$ cat config.mk
export PLATFORM = sky130hd
export DESIGN_NAME = branch_target_buffer_flat
export DESIGN_NICKNAME = d
export VERILOG_FILES = /design/src/rtl/branch_target_buffer_if.sv /design/src/rtl/branch_target_buffer.sv /design/src/flat_wrapper.sv
export SDC_FILE = /design/constraint.sdc
export NUM_CORES = 2
export LEC_CHECK = 0
export ABC_AREA = 1
export CORE_ASPECT_RATIO = 0.6
export CORE_MARGIN = 2
export CORE_UTILIZATION = 39
export CTS_BUF_LIST = sky130_fd_sc_hd__clkbuf_16
export CTS_CLUSTER_DIAMETER = 100
export CTS_CLUSTER_SIZE = 24
export DETAILED_ROUTE_END_ITERATION = 6
export GPL_ROUTABILITY_DRIVEN = 0
export PLACE_DENSITY = 0.54
export SETUP_SLACK_MARGIN = 0.2
export SLEW_MARGIN = 40
export SYNTH_ARGS = -nofsm -noshare
export SYNTH_HDL_FRONTEND = slang
export SYNTH_SLANG_ARGS = --single-unit
$ cat constraint.sdc
create_clock -name clk -period 2.83 [get_ports clk]
set_clock_uncertainty 0.2 [all_clocks]
set_input_delay 0.283 -clock clk [delete_from_list [all_inputs] [get_ports clk]]
set_output_delay 0.283 -clock clk [all_outputs]
set_load 0.01 [all_outputs]
$ cat src/rtl/branch_target_buffer_if.sv
// Fetch/execute-facing bus of the branch target buffer: the lookup path,
// the training write-back from execute, the flush and the perf counter.
interface branch_target_buffer_if #(
    parameter int CNT_W = 16
) ();
    logic [31:0]      if_pc;
    logic             predicted_taken;
    logic [31:0]      predicted_pc;
    logic             ex_update_en;
    logic [31:0]      ex_pc;
    logic [31:0]      ex_target;
    logic             ex_taken;
    logic             ex_mispredict;
    logic             btb_flush;
    logic [CNT_W-1:0] mispredict_cnt;

    modport master (
        output if_pc, ex_update_en, ex_pc, ex_target, ex_taken, ex_mispredict, btb_flush,
        input  predicted_taken, predicted_pc, mispredict_cnt
    );

    modport slave (
        input  if_pc, ex_update_en, ex_pc, ex_target, ex_taken, ex_mispredict, btb_flush,
        output predicted_taken, predicted_pc, mispredict_cnt
    );
endinterface

$ cat src/rtl/branch_target_buffer.sv
// Direct-mapped BTB with a 2-bit direction predictor per entry; combinational
// lookup for fetch, one training write per cycle from execute.
//
// state              | meaning
// STRONG_NOT_TAKEN 00| predict not taken, two taken outcomes to flip
// WEAK_NOT_TAKEN   01| predict not taken, next taken flips it
// STRONG_TAKEN     10| predict taken, two not-taken outcomes to flip
// WEAK_TAKEN       11| predict taken, next not-taken flips it (allocation state)
module branch_target_buffer #(
    parameter int INDEX_BITS = 4,
    parameter int CNT_W      = 16
) (
    input  logic                  clk,
    input  logic                  rst_n,
    branch_target_buffer_if.slave bus
);
    localparam int ENTRIES = 2 ** INDEX_BITS;
    localparam int TAG_W   = 32 - INDEX_BITS - 2;

    typedef enum logic [1:0] {
        STRONG_NOT_TAKEN = 2'b00,
        WEAK_NOT_TAKEN   = 2'b01,
        STRONG_TAKEN     = 2'b10,
        WEAK_TAKEN       = 2'b11
    } pred_state_e;

    logic             valid_q  [ENTRIES];
    logic [TAG_W-1:0] tag_q    [ENTRIES];
    logic [31:0]      target_q [ENTRIES];
    pred_state_e      state_q  [ENTRIES];
    logic [CNT_W-1:0] cnt_q, cnt_d;

    logic [INDEX_BITS-1:0] if_idx, ex_idx;
    logic [TAG_W-1:0]      if_tag, ex_tag;
    logic                  if_hit, ex_hit, entry_we;
    logic [31:0]           entry_target_d;
    pred_state_e           entry_state_d, trained_state;
    logic                  unused_pc_bits;

    assign if_idx = bus.if_pc[INDEX_BITS+1:2];
    assign if_tag = bus.if_pc[31:INDEX_BITS+2];
    assign ex_idx = bus.ex_pc[INDEX_BITS+1:2];
    assign ex_tag = bus.ex_pc[31:INDEX_BITS+2];
    assign unused_pc_bits = ^{bus.if_pc[1:0], bus.ex_pc[1:0]};

    always_comb begin
        if_hit              = valid_q[if_idx] && (tag_q[if_idx] == if_tag);
        bus.predicted_taken = if_hit && state_q[if_idx][1];
        bus.predicted_pc    = bus.predicted_taken ? target_q[if_idx] : bus.if_pc + 32'd4;
        bus.mispredict_cnt  = cnt_q;
    end

    always_comb begin
        ex_hit        = valid_q[ex_idx] && (tag_q[ex_idx] == ex_tag);
        trained_state = state_q[ex_idx];
        if (bus.ex_taken) begin
            case (state_q[ex_idx])
                STRONG_NOT_TAKEN: trained_state = WEAK_NOT_TAKEN;
                WEAK_NOT_TAKEN:   trained_state = WEAK_TAKEN;
                WEAK_TAKEN:       trained_state = STRONG_TAKEN;
                default:          trained_state = STRONG_TAKEN;
            endcase
        end else begin
            case (state_q[ex_idx])
                STRONG_TAKEN:   trained_state = WEAK_TAKEN;
                WEAK_TAKEN:     trained_state = WEAK_NOT_TAKEN;
                WEAK_NOT_TAKEN: trained_state = STRONG_NOT_TAKEN;
                default:        trained_state = STRONG_NOT_TAKEN;
            endcase
        end

        // A not-taken miss leaves the table alone; a taken miss evicts the occupant.
        entry_we       = bus.ex_update_en && !bus.btb_flush && (ex_hit || bus.ex_taken);
        entry_state_d  = ex_hit ? trained_state : WEAK_TAKEN;
        entry_target_d = bus.ex_taken ? bus.ex_target : target_q[ex_idx];

        cnt_d = cnt_q;
        if (bus.ex_update_en && bus.ex_mispredict && !bus.btb_flush && (cnt_q != {CNT_W{1'b1}}))
            cnt_d = cnt_q + CNT_W'(1);
    end

    always_ff @(posedge clk or negedge rst_n) begin
        if (!rst_n) begin
            for (int i = 0; i < ENTRIES; i++) begin
                valid_q[i]  <= 1'b0;
                tag_q[i]    <= '0;
                target_q[i] <= '0;
                state_q[i]  <= STRONG_NOT_TAKEN;
            end
            cnt_q <= '0;
        end else begin
            cnt_q <= cnt_d;
            if (bus.btb_flush) begin
                for (int i = 0; i < ENTRIES; i++) valid_q[i] <= 1'b0;
            end else if (entry_we) begin
                valid_q[ex_idx]  <= 1'b1;
                tag_q[ex_idx]    <= ex_tag;
                target_q[ex_idx] <= entry_target_d;
                state_q[ex_idx]  <= entry_state_d;
            end
        end
    end
endmodule
$ cat src/flat_wrapper.sv
// flat-port wrapper written by rule: the top's interface ports become plain ports
module branch_target_buffer_flat 
#(
    parameter int INDEX_BITS = 4,
    parameter int CNT_W      = 16
)
  (clk, rst_n, bus_if_pc, bus_ex_update_en, bus_ex_pc, bus_ex_target, bus_ex_taken, bus_ex_mispredict, bus_btb_flush, bus_predicted_taken, bus_predicted_pc, bus_mispredict_cnt);
  branch_target_buffer_if #(.CNT_W(CNT_W)) bus_i ();
  input  logic clk;
  input  logic rst_n;
  input wire logic [$bits(bus_i.if_pc)-1:0] bus_if_pc;
  input wire logic [$bits(bus_i.ex_update_en)-1:0] bus_ex_update_en;
  input wire logic [$bits(bus_i.ex_pc)-1:0] bus_ex_pc;
  input wire logic [$bits(bus_i.ex_target)-1:0] bus_ex_target;
  input wire logic [$bits(bus_i.ex_taken)-1:0] bus_ex_taken;
  input wire logic [$bits(bus_i.ex_mispredict)-1:0] bus_ex_mispredict;
  input wire logic [$bits(bus_i.btb_flush)-1:0] bus_btb_flush;
  output wire logic [$bits(bus_i.predicted_taken)-1:0] bus_predicted_taken;
  output wire logic [$bits(bus_i.predicted_pc)-1:0] bus_predicted_pc;
  output wire logic [$bits(bus_i.mispredict_cnt)-1:0] bus_mispredict_cnt;
  assign bus_i.if_pc = bus_if_pc;
  assign bus_i.ex_update_en = bus_ex_update_en;
  assign bus_i.ex_pc = bus_ex_pc;
  assign bus_i.ex_target = bus_ex_target;
  assign bus_i.ex_taken = bus_ex_taken;
  assign bus_i.ex_mispredict = bus_ex_mispredict;
  assign bus_i.btb_flush = bus_btb_flush;
  assign bus_predicted_taken = bus_i.predicted_taken;
  assign bus_predicted_pc = bus_i.predicted_pc;
  assign bus_mispredict_cnt = bus_i.mispredict_cnt;
  branch_target_buffer #(.INDEX_BITS(INDEX_BITS), .CNT_W(CNT_W)) u_core (.clk(clk), .rst_n(rst_n), .bus(bus_i));
endmodule
==> summary.md <==
| Metric | Value |
|---|---|
| Status | `finished with violations` |
| Failing checks | `setup timing` |
| Crit. End Element | `output port` |
| Yosys warns | `0` |
| Gr usage total | `38.61%` |
| Die ar. | `0.1607 mm²` |
| Uppermost layer routed | `met5` |
| TritonCTS Buffers | `47` |
| Yosys reg bits | `992` |
| Post-synth top area share | `40.45%` |
| WL met1 | `137.9 mm` |
| RSZ-0062 raised after global routing | `true` |
| Layout cell share with drive strength beyond 1 | `20.39%` |
| Crit path cell chain | `inv_1 > a21oi_1 > o21ai_0 > nand3_1 > nand3_1 > nand3_1 > nand2_1 > nor2_1 > and2_1 > nand3_2 > nor2_4 > buf_6 > buf_12 > buf_12 > nand2_2 > o21ai_2 > buf_2` |
| Tightest Pin Transition | `0.9477 ns` |
| Clk pwr share | `23.5%` |
| CTS H-tree lvls | `2` |
| Buf/Inv on CP | `5` |
| GRT overflow | `0` |
| Worst rel slew slack | `36.60%` |
| HPWL Detailed | `203.2 mm` |
| Nets | `9395` |
| Critical Path RT | `2.35 ns` |
| Root Driver | `clkbuf_16` |
| Sequential area share after synthesis | `40.45%` |
| IO Pins | `151` |
| Initial antenna violation count | `16` |
| P_int | `22.99 mW` |
| Worst Hold Class | `input pin to register` |
| Die H | `311.3 µm` |
| Place WS | `-1.729 ns` |
| Most frequent CP cell | `nand3_1` |
| Net Sw Frac | `36.38%` |
| WHS Endpoint | `u_core.tag_q[324]` |
| Capturing point of the worst reg2reg path | `u_core.tag_q[395]` |
| DR WL met3 | `58.06 mm` |
| Hold path cells | `4` |
| Clock Path Buffers | `3` |
| Crit start category | `register` |
| PwrDens | `454.6 mW/mm²` |
| Worst-path fanout max | `8` |
| First-pass iteration count of the detailed router | `7` |
| Initial Util | `39.39%` |
| Syn nets | `8787` |
| Crit. path cell count | `17` |
| Fmax | `0.2577 GHz` |
| Die Wd | `516.1 µm` |
| CTS tree | `built` |
| Reg power frac | `47.5%` |
| Comb power frac | `29.0%` |
| Port Buf Inserts | `148` |
| Clock Sinks | `992` |
| # setup viols final | `1009` |
| Reg2reg setup slack | `-0.71 ns` |
| Slowest stage cell, crit path | `dfrtp_1` |
| Worst reg2reg path depth | `26` |
| Max Cap Violations | `0` |
| DR WL met2 | `129.8 mm` |
| Hold Slack | `0.1709 ns` |
| CP arrival | `3.40 ns` |
| Post-Route WL | `339.9 mm` |
| Worst-skew pair later-pin latency | `0.73 ns` |
| P&R area growth vs syn | `29.52%` |
| Slowest cell delay on critical path | `0.36 ns` |
| Syn_area_per_cell | `7.069 µm²` |
| Cell variety after synth | `41` |
| Tmin final | `3.880 ns` |
| Core box area | `0.1558 mm²` |
| Post-Syn Area | `0.06138 mm²` |
| Count of final hold-check violations | `0` |
| Setup TNS | `-575.76 ns` |
| RR Startpoint | `u_core.tag_q[231]` |
| Mapped Cells | `8683` |
| Period utilisation layout | `137.1%` |
| WS Path Type | `register to output port` |
| Largest net degree at the start of global routing | `110` |
| Setup ws final | `-1.050 ns` |
| Synth top area cells | `dfrtp_1, nand2_1, nand4_1, o21ai_0, clkbuf_1` |
| Largest area contributor in the netlist | `dfrtp_1` |
| Worst hold path startpoint | `bus_ex_pc[18]` |
| VDD IR max | `464.6 µV` |
| DR iter-0 viols | `12353` |
| Detail Route Antenna Nets | `0` |
| Row count | `112` |
| Vias in the first global route | `63700` |
| Clk slew on worst S/H paths | `0.11 ns` |
| Slew Viols, Final | `0` |
| First-pass GRT wire length | `459.8 mm` |
| Remaining DRCs | `0` |
| Net Sw Power | `13.15 mW` |
| Leak | `38.64 nW` |
| Drt via density | `6.251` |
| Vias | `71345` |
| Top delay family on crit path | `simple AND/OR/NAND/NOR gates` |
| Wire per inst | `29.78 µm` |
## what timing repair did
| action | 4_1_cts | 5_1_grt |
|---|---|---|
| gates cloned | 28 | 78 |
| pin swaps | 52 | 143 |
| setup endpoints to repair | 1009 | 1011 |
| setup buffers | 37 | 87 |
| hold buffers | 2 | 0 |
| resized for setup | 355 | 561 |
| hold endpoints to repair | 788 | 0 |
## routing by layer
layer / global-route usage (%) / vias to the layer above
li1: - / 30576
met5: 0 / -
met3: 14.97 / 791
met4: 13.28 / 6
met1: 56.65 / 34349
met2: 50.60 / 5623
## layout make-up
cell class,count,area (µm²)
antenna,8,20.02
clock buffer,48,1201
clock inverter,6,52.55
fill,15042,76340
inverter,361,1389
multi-input combinational,6461,32840
sequential,992,24820
tap,2109,2639
timing repair buffer,1428,16530
## worst max-delay path by stage
stage,from,end
after floorplan,bus_if_pc[3],bus_predicted_pc[29]
after global placement,bus_if_pc[5],bus_predicted_pc[31]
after detailed placement,bus_if_pc[5],bus_predicted_pc[31]
after CTS,u_core.tag_q[138],bus_predicted_pc[15]
after global routing,u_core.tag_q[44],bus_predicted_pc[31]
final,u_core.tag_q[259],bus_predicted_pc[9]
## power by group through the flow
stage                     clock network [mW]  registers (mW)  logic, mW
after floorplan                            0            17.0       4.79
after global placement                     0            17.2       9.10
after detailed placement                   0            17.3       9.22
after CTS                               8.47            17.0       9.48
after global routing                    8.93            17.3       11.2
final                                   8.48            17.2       10.5
## worst reg2reg max path, delay by kind of cell, from the launching register on
kind            cells  cell delay [ns]
compound gates      2             0.20
buf+inv            10             1.29
flops               1             0.42
simple gates       14             1.36
## per-stage QoR
step | std cells | area [µm²] | power (mW) | util [%]
6_report | 11413 | 79490 | 36.14 | 51.01
3_3_place_gp | 11119 | 72020 | 26.34 | 46.22
3_5_place_dp | 11119 | 72030 | 26.49 | 46.22
4_1_cts | 11240 | 75110 | 34.96 | 48.20
5_1_grt | 11406 | 79480 | 37.49 | 51.00
2_1_floorplan | 8683 | 61510 | 21.81 | -
## synth_stat cells, drive strengths merged
| library cell | instances |
|---|---|
| nor4 | 1 |
| and2 | 1 |
| nand3 | 353 |
| nand2 | 3203 |
| a22oi | 137 |
| o21bai | 11 |
| nor3 | 24 |
| dfrtp | 992 |
| a41oi | 32 |
| a31oi | 2 |
| xnor2 | 6 |
| or2 | 15 |
| xor2 | 39 |
| a21oi | 304 |
| nand4 | 986 |
| nand3b | 1 |
| nor3b | 1 |
| buf | 404 |
| o21ai | 697 |
| o22ai | 18 |
| nor2 | 398 |
| clkinv | 2 |
| mux2 | 1 |
| clkbuf | 465 |
| ha | 2 |
| o211ai | 228 |
| and3 | 1 |
| inv | 359 |
## cell families (layout without fill, tap and decap cells)
group | Yosys count | in the layout | synth area share (%)
compound gates | 1429 | 1429 | 13.81
xor+xnor | 45 | 45 | 0.6422
fa+ha+maj | 2 | 2 | 0.04076
buf+inv | 1230 | 1843 | 9.455
flops | 992 | 992 | 40.45
mux | 1 | 1 | 0.01835
other cells | 0 | 8 | 0
simple gates | 4984 | 4984 | 35.59
## sequential cells by signal, summed over array words and instances, names as in the netlist
register                   flops
u_core.state_q                32
u_core.tag_q                 416
u_core.target_q              512
u_core.bus.mispredict_cnt     16
u_core.valid_q                16
## placed cells by master (no fill, tap or decap), types with 5 or more instances in the layout
cell,instances
inv_1,321
o21bai_1,9
buf_12,229
nand4_1,986
dfrtp_1,992
nand2_4,90
buf_8,22
diode_2,8
a21oi_1,293
inv_4,5
nand3_1,314
inv_2,31
o21ai_0,632
buf_6,67
xor2_1,38
a22oi_1,137
o21ai_2,13
a21oi_2,11
nand2_2,192
o211ai_1,228
buf_16,58
xnor2_1,6
nor2_4,42
o21ai_1,49
nor2_1,322
nor3_1,18
clkdlybuf4s50_1,107
buf_2,25
o22ai_1,18
buf_4,852
clkbuf_16,111
nand3_2,16
nand2_1,2917
nand3_4,23
a41oi_2,32
or2_2,14
nor2_2,32
Note: power is estimated with default switching activity, not from simulation.
